--- config.mk ---
export PLATFORM = sky130hd
export DESIGN_NAME = llr_addsub_pipe
export DESIGN_NICKNAME = d
export VERILOG_FILES = /design/src/rtl/llr_pkg.sv /design/src/rtl/llr_sat_lane.sv /design/src/rtl/llr_addsub_pipe.sv
export SDC_FILE = /design/constraint.sdc
export NUM_CORES = 1
export LEC_CHECK = 0
export ABC_AREA = 1
export CORE_AREA = 2 2 198 161
export DETAILED_ROUTE_END_ITERATION = 10
export DIE_AREA = 0 0 200 163
export GPL_TIMING_DRIVEN = 0
export PLACE_DENSITY = 0.85
export SETUP_SLACK_MARGIN = 0.05
export SYNTH_ARGS = -nofsm -noshare
export SYNTH_HDL_FRONTEND = slang
export SYNTH_HIERARCHICAL = 1
export SYNTH_SLANG_ARGS = --single-unit
--- constraint.sdc ---
create_clock -name clk -period 2.9 [get_ports clk]
set_input_delay 0.58 -clock clk [delete_from_list [all_inputs] [get_ports clk]]
set_output_delay 0.58 -clock clk [all_outputs]
set_load 0.01 [all_outputs]
--- src/rtl/llr_pkg.sv ---
// rtl/llr_pkg.sv - shared op encodings and symmetric saturation bounds for metric/LLR blocks
package llr_pkg;

  localparam logic [1:0] OP_ADD = 2'd0;
  localparam logic [1:0] OP_SUB = 2'd1;
  localparam logic [1:0] OP_MAX = 2'd2;
  localparam logic [1:0] OP_MIN = 2'd3;

  // Largest magnitude kept after clamping: 2^(width-1)-1.
  function automatic longint sym_max(input int width);
    return (longint'(1) <<< (width - 1)) - 1;
  endfunction

  // Negative bound mirrors the positive one, so -2^(width-1) is never emitted.
  function automatic longint sym_min(input int width);
    return -sym_max(width);
  endfunction

endpackage

--- src/rtl/llr_sat_lane.sv ---
// rtl/llr_sat_lane.sv - one lane: clamp a WIDTH+1 raw result to the symmetric WIDTH range
module llr_sat_lane
  import llr_pkg::*;
#(
  parameter int WIDTH = 16
) (
  input  logic signed [WIDTH:0]   raw,
  output logic        [WIDTH-1:0] res,
  output logic                    sat
);

  localparam logic signed [WIDTH:0] MAXV = (WIDTH + 1)'(sym_max(WIDTH));
  localparam logic signed [WIDTH:0] MINV = (WIDTH + 1)'(sym_min(WIDTH));

  // Clamp out-of-range values (including the most-negative code) and flag them.
  always_comb begin
    res = raw[WIDTH-1:0];
    sat = 1'b0;
    if (raw > MAXV) begin
      res = MAXV[WIDTH-1:0];
      sat = 1'b1;
    end else if (raw < MINV) begin
      res = MINV[WIDTH-1:0];
      sat = 1'b1;
    end
  end

endmodule

--- src/rtl/llr_addsub_pipe.sv ---
// rtl/llr_addsub_pipe.sv - two-stage multi-lane saturating add/sub/max/min with flow control
module llr_addsub_pipe
  import llr_pkg::*;
#(
  parameter int WIDTH = 16,
  parameter int LANES = 4,
  parameter int CNT_W = 16
) (
  input  logic                   clk,
  input  logic                   rst,
  input  logic                   in_valid,
  output logic                   in_ready,
  input  logic [1:0]             in_op,
  input  logic [LANES*WIDTH-1:0] in_a,
  input  logic [LANES*WIDTH-1:0] in_b,
  output logic                   out_valid,
  input  logic                   out_ready,
  output logic [LANES*WIDTH-1:0] out_res,
  output logic [LANES-1:0]       out_sat,
  input  logic                   sat_clr,
  output logic [CNT_W-1:0]       sat_count
);

  localparam int RW = WIDTH + 1;

  logic                   en;
  logic                   s1_valid;
  logic [1:0]             s1_op;
  logic [LANES*RW-1:0]    s1_raw;
  logic [LANES*RW-1:0]    raw_c;
  logic [LANES*WIDTH-1:0] sat_res;
  logic [LANES-1:0]       sat_flag;
  logic signed [RW-1:0]   a_e;
  logic signed [RW-1:0]   b_e;
  logic signed [RW-1:0]   r_e;

  // Whole pipeline moves together; a stalled output freezes both stages.
  assign en       = !out_valid || out_ready;
  assign in_ready = en;

  // Per-lane raw result at one extra bit so ADD/SUB can never wrap.
  always_comb begin
    raw_c = '0;
    a_e   = '0;
    b_e   = '0;
    r_e   = '0;
    for (int i = 0; i < LANES; i++) begin
      a_e = {in_a[i*WIDTH+WIDTH-1], in_a[i*WIDTH +: WIDTH]};
      b_e = {in_b[i*WIDTH+WIDTH-1], in_b[i*WIDTH +: WIDTH]};
      case (in_op)
        OP_ADD:  r_e = a_e + b_e;
        OP_SUB:  r_e = a_e - b_e;
        OP_MAX:  r_e = (a_e >= b_e) ? a_e : b_e;
        default: r_e = (a_e <= b_e) ? a_e : b_e;
      endcase
      raw_c[i*RW +: RW] = r_e;
    end
  end

  // Saturation sits between the two register stages, one instance per lane.
  for (genvar g = 0; g < LANES; g++) begin : g_lane
    llr_sat_lane #(.WIDTH(WIDTH)) u_sat (
      .raw (s1_raw[g*RW +: RW]),
      .res (sat_res[g*WIDTH +: WIDTH]),
      .sat (sat_flag[g])
    );
  end

  // Stage registers: S1 holds op and raw results, S2 holds clamped results.
  always_ff @(posedge clk) begin
    if (rst) begin
      s1_valid  <= 1'b0;
      s1_op     <= OP_ADD;
      s1_raw    <= '0;
      out_valid <= 1'b0;
      out_res   <= '0;
      out_sat   <= '0;
    end else if (en) begin
      s1_valid  <= in_valid;
      if (in_valid) begin
        s1_op  <= in_op;
        s1_raw <= raw_c;
      end
      out_valid <= s1_valid;
      if (s1_valid) begin
        out_res <= sat_res;
        out_sat <= (s1_op == OP_ADD || s1_op == OP_SUB || s1_op == OP_MAX || s1_op == OP_MIN)
                   ? sat_flag : '0;
      end
    end
  end

  // Count delivered beats with any clamped lane; clear has priority and the count never wraps.
  always_ff @(posedge clk) begin
    if (rst || sat_clr) begin
      sat_count <= '0;
    end else if (out_valid && out_ready && (|out_sat) && (sat_count != {CNT_W{1'b1}})) begin
      sat_count <= sat_count + 1'b1;
    end
  end

endmodule

==> impl_metrics.py <==
metrics = {
    "sta": {
        "rsz0062_at_grt": "true",
        "drv_slew": 0,
        "fin_ws_ps": -66.24,
        "whs_ps": 485.1,
        "fmax_mhz": 337.1,
        "hold_violations": 0,
        "slew_headroom_pct": 20.11,
        "min_period_ps": 2966,
        "fin_skew_ps": 8.717,
        "period_share_pct": 102.3,
        "setup_tns_ps": -97.66,
        "finalSetupViolCount": 3,
        "worstMarginPinSlew_ps": 1198,
    },
    "finish": {
        "final_nets": 3653,
        "nFillCells": 2629,
        "final_cell_area_mm2": 0.02245,
        "antenna_cells": 0,
        "drive_above_1_share_pct": 12.56,
        "area_growth_syn_to_layout_pct": 27.55,
    },
    "run_status": {
        "violations": "setup timing",
        "status": "finished, violations left",
    },
    "critical_path": {
        "cp_slowest_cell": "clkdlybuf4s50_1",
        "timing.rr.end": "s1_raw[18]",
        "worstPathArrival_ps": 3330,
        "worst_setup_path_start_kind": "input port",
        "crit_fanout": 10,
        "reg2reg_depth": 10,
        "cp_top_family": "buffers and inverters",
        "critical_path_class": "input port to register",
        "rrSetupSlack_ps": 420,
        "r2r_start": "out_valid",
        "max_stage_delay_ps": 750,
        "required_ps": 3260,
        "path_cells": "clkdlybuf4s50_1, inv_1, nor2_4, clkbuf_1, nand3_1, nand3_1, nor2_1, nor2_1",
        "crit_path_end_kind": "register",
        "critical_path_buf_inv_count": 3,
    },
    "worst_hold_path": {
        "hold_end": "out_valid",
        "hold_depth": 2,
        "worstHoldStart": "s1_valid",
        "hold_path_class": "register to register",
    },
    "power": {
        "switchingPower_mw": 3.768,
        "power_frac_clock_pct": 25.1,
        "p_per_area_mw_per_mm2": 393.1,
        "p_leak_nw": 11.10,
        "sw_frac_of_total_pct": 42.69,
        "seqPwrFrac_pct": 28.0,
        "peakVddDrop_mv": 0.4947,
        "power.internal_mw": 5.059,
        "pwr-share-comb_pct": 46.9,
    },
    "global_route": {
        "grt_overflow_total": 0,
        "grt_pass1_wl_um": 107900,
        "antenna_found_initial": 0,
        "grt_pass1_vias": 20564,
        "grt_max_degree": 17,
        "globalRouteTotalUtil_pct": 42.10,
    },
    "floorplanning": {
        "die_w_um": 200,
        "core-area_mm2": 0.03084,
        "row_count": 58,
        "die_y_um": 163,
        "io_pins": 221,
        "dieArea_mm2": 0.03260,
        "start_util_pct": 57.08,
    },
    "cts": {
        "cts_tree": "built",
        "clockBufferDepth": 2,
        "clock-sinks": 154,
        "insertion_delay_ps": 430,
        "cts_buffers": 17,
        "cts_htree_levels": 4,
        "clk_pin_slew_worst_paths_ps": 70,
        "cts_hold_buf": 0,
        "root_buffer": "clkbuf_16",
    },
    "logic_synthesis": {
        "ys_async_sr_fraction_pct": 0,
        "syn-num-nets": 3364,
        "synth_flop_cell": "dfxtp_1",
        "yosys_warnings": 6,
        "ys_seq_elements": 154,
        "synth.cell_area_mm2": 0.01760,
        "synth_edf_count": 0,
        "synthCells": 3092,
        "synth-seq-area-share_pct": 17.51,
        "syn_avg_cell_area_um2": 5.694,
        "synth.distinct_cells": 50,
    },
    "placed_design": {
        "post-place-ws_ps": -742.8,
        "gp_congestion": 1.023,
        "port_buffers": 219,
        "hpwl_um": 55500,
        "placed_cell_area_mm2": 0.02032,
    },
    "flow_run": {
        "maxCapViolCount": 0,
    },
    "detailed_routing": {
        "route.detailed.drc": 0,
        "wirelength_um": 72570,
        "wl_met3_um": 9100,
        "ant_nets": 0,
        "dr_total_vias": 22948,
        "dr.pass1.iters": 7,
        "drt_first_iter_violations": 3014,
        "viasPerCell": 6.018,
        "m1WireLength_um": 28490,
        "wl_met2_um": 31130,
        "wl_per_cell_um": 19.03,
        "maxUsedRoutingLayer": "met4",
    },
}
[metal layers]
layer  global-route usage, %  up-vias
li1                        -    10655
met1                   56.54    10298
met2                   66.21     1667
met3                   7.393      328
met4                   18.08        0
met5                       0        -
[tightest hold or removal path, delay by kind of cell, from the launching register on]
kind | cells | cell delay [ps]
compound gates | 1 | 60
buf+inv | 1 | 70
flops | 1 | 310
[cell type report]
class,instances,area [um2],area share (%)
multi-input combinational,2425,13260,59.04
buffer,140,875.8,3.901
clock buffer,19,442.9,1.973
timing repair buffer,269,2710,12.07
clock inverter,12,135.1,0.6018
sequential,154,3083,13.73
inverter,374,1425,6.347
tap,420,525.5,2.340
[per-stage QoR]
| step | instances | utilization, % | total power, mW |
|---|---|---|---|
| 2_1_floorplan | 3092 | - | 4.774 |
| 3_3_place_gp | 3731 | 65.89 | 5.918 |
| 3_5_place_dp | 3731 | 65.89 | 5.994 |
| 4_1_cts | 3772 | 68.58 | 8.265 |
| 5_1_grt | 3813 | 72.80 | 9.232 |
| 6_report | 3813 | 72.80 | 8.826 |
[power by group through the flow]
stage	combinational [mW]	sequential, mW	clock [mW]
after floorplan	2.30	2.47	0
after global placement	3.42	2.50	0
after detailed placement	3.50	2.50	0
after CTS	3.61	2.46	2.20
after global routing	4.46	2.48	2.29
final	4.14	2.47	2.22
[worst max path at each step]
stage	startpoint	to	slack (ps)	depth (start not counted)
after global routing	in_b[28]	s1_raw[30]	8	15
after CTS	in_b[58]	s1_raw[53]	40	16
after floorplan	in_a[48]	s1_raw[53]	340	17
after global placement	in_b[48]	s1_raw[53]	-710	17
after detailed placement	in_b[48]	s1_raw[53]	-740	17
final	in_op[1]	s1_raw[22]	-70	8
[layout by cell type, fill, tap and decap left out, types with 10 or more instances in the layout]
cell type / synthesis / final
nand2_1: 736 / 714
nor2_1: 455 / 419
nand3_1: 397 / 393
inv_1: 367 / 334
o21ai_0: 242 / 231
clkdlybuf4s50_1: 0 / 188
a21oi_1: 186 / 164
dfxtp_1: 154 / 154
ha_1: 129 / 102
nand4_1: 62 / 62
buf_4: 15 / 57
clkbuf_1: 65 / 55
nand2_2: 25 / 43
nor2_2: 9 / 36
inv_2: 6 / 35
dlymetal6s2s_1: 0 / 30
buf_6: 15 / 26
nor3_1: 28 / 26
a21oi_2: 5 / 25
o21ai_1: 22 / 23
buf_2: 35 / 22
ha_4: 0 / 21
clkbuf_16: 0 / 20
clkbuf_2: 6 / 15
nand3_4: 10 / 13
nand2_4: 15 / 12
a21o_1: 12 / 12
o21bai_1: 13 / 10
[synth_stat cells, drive strengths merged (6+ instances only)]
cell | n | area (um2)
a21oi | 191 | 974.7
nor4 | 8 | 56.30
a21o | 12 | 90.09
nand3b | 7 | 52.55
dfxtp | 154 | 3083
nand3 | 414 | 2232
fa | 8 | 160.2
ha | 129 | 1614
or2 | 8 | 50.05
buf | 68 | 467.9
o21bai | 13 | 97.59
nor2 | 464 | 1764
nand2 | 777 | 3108
clkbuf | 72 | 281.5
o21ai | 265 | 1330
a31oi | 6 | 37.54
inv | 374 | 1406
nand4 | 64 | 412.9
nor3 | 30 | 166.4
[sequential cells by signal, summed over array words and instances, names as in the netlist]
register / flops
s1_raw: 68
sat_count: 16
out_valid: 1
s1_valid: 1
out_sat: 4
out_res: 64
[timing repair]
item	CTS	global route
cloned	1	6
resized for setup	60	280
setup buffers	9	35
pin swaps	11	45
setup endpoints to repair	67	68
[logic make-up after synthesis]
family,synth area share (%)
AOI/OAI and AO/OA,15.20
adders and majority gates,10.08
DFF,17.51
xor gates and xnor gates,0.2985
and+or+nand+nor,44.67
buffers and inverters,12.25
No activity file was read; power rests on OpenSTA's default activity.
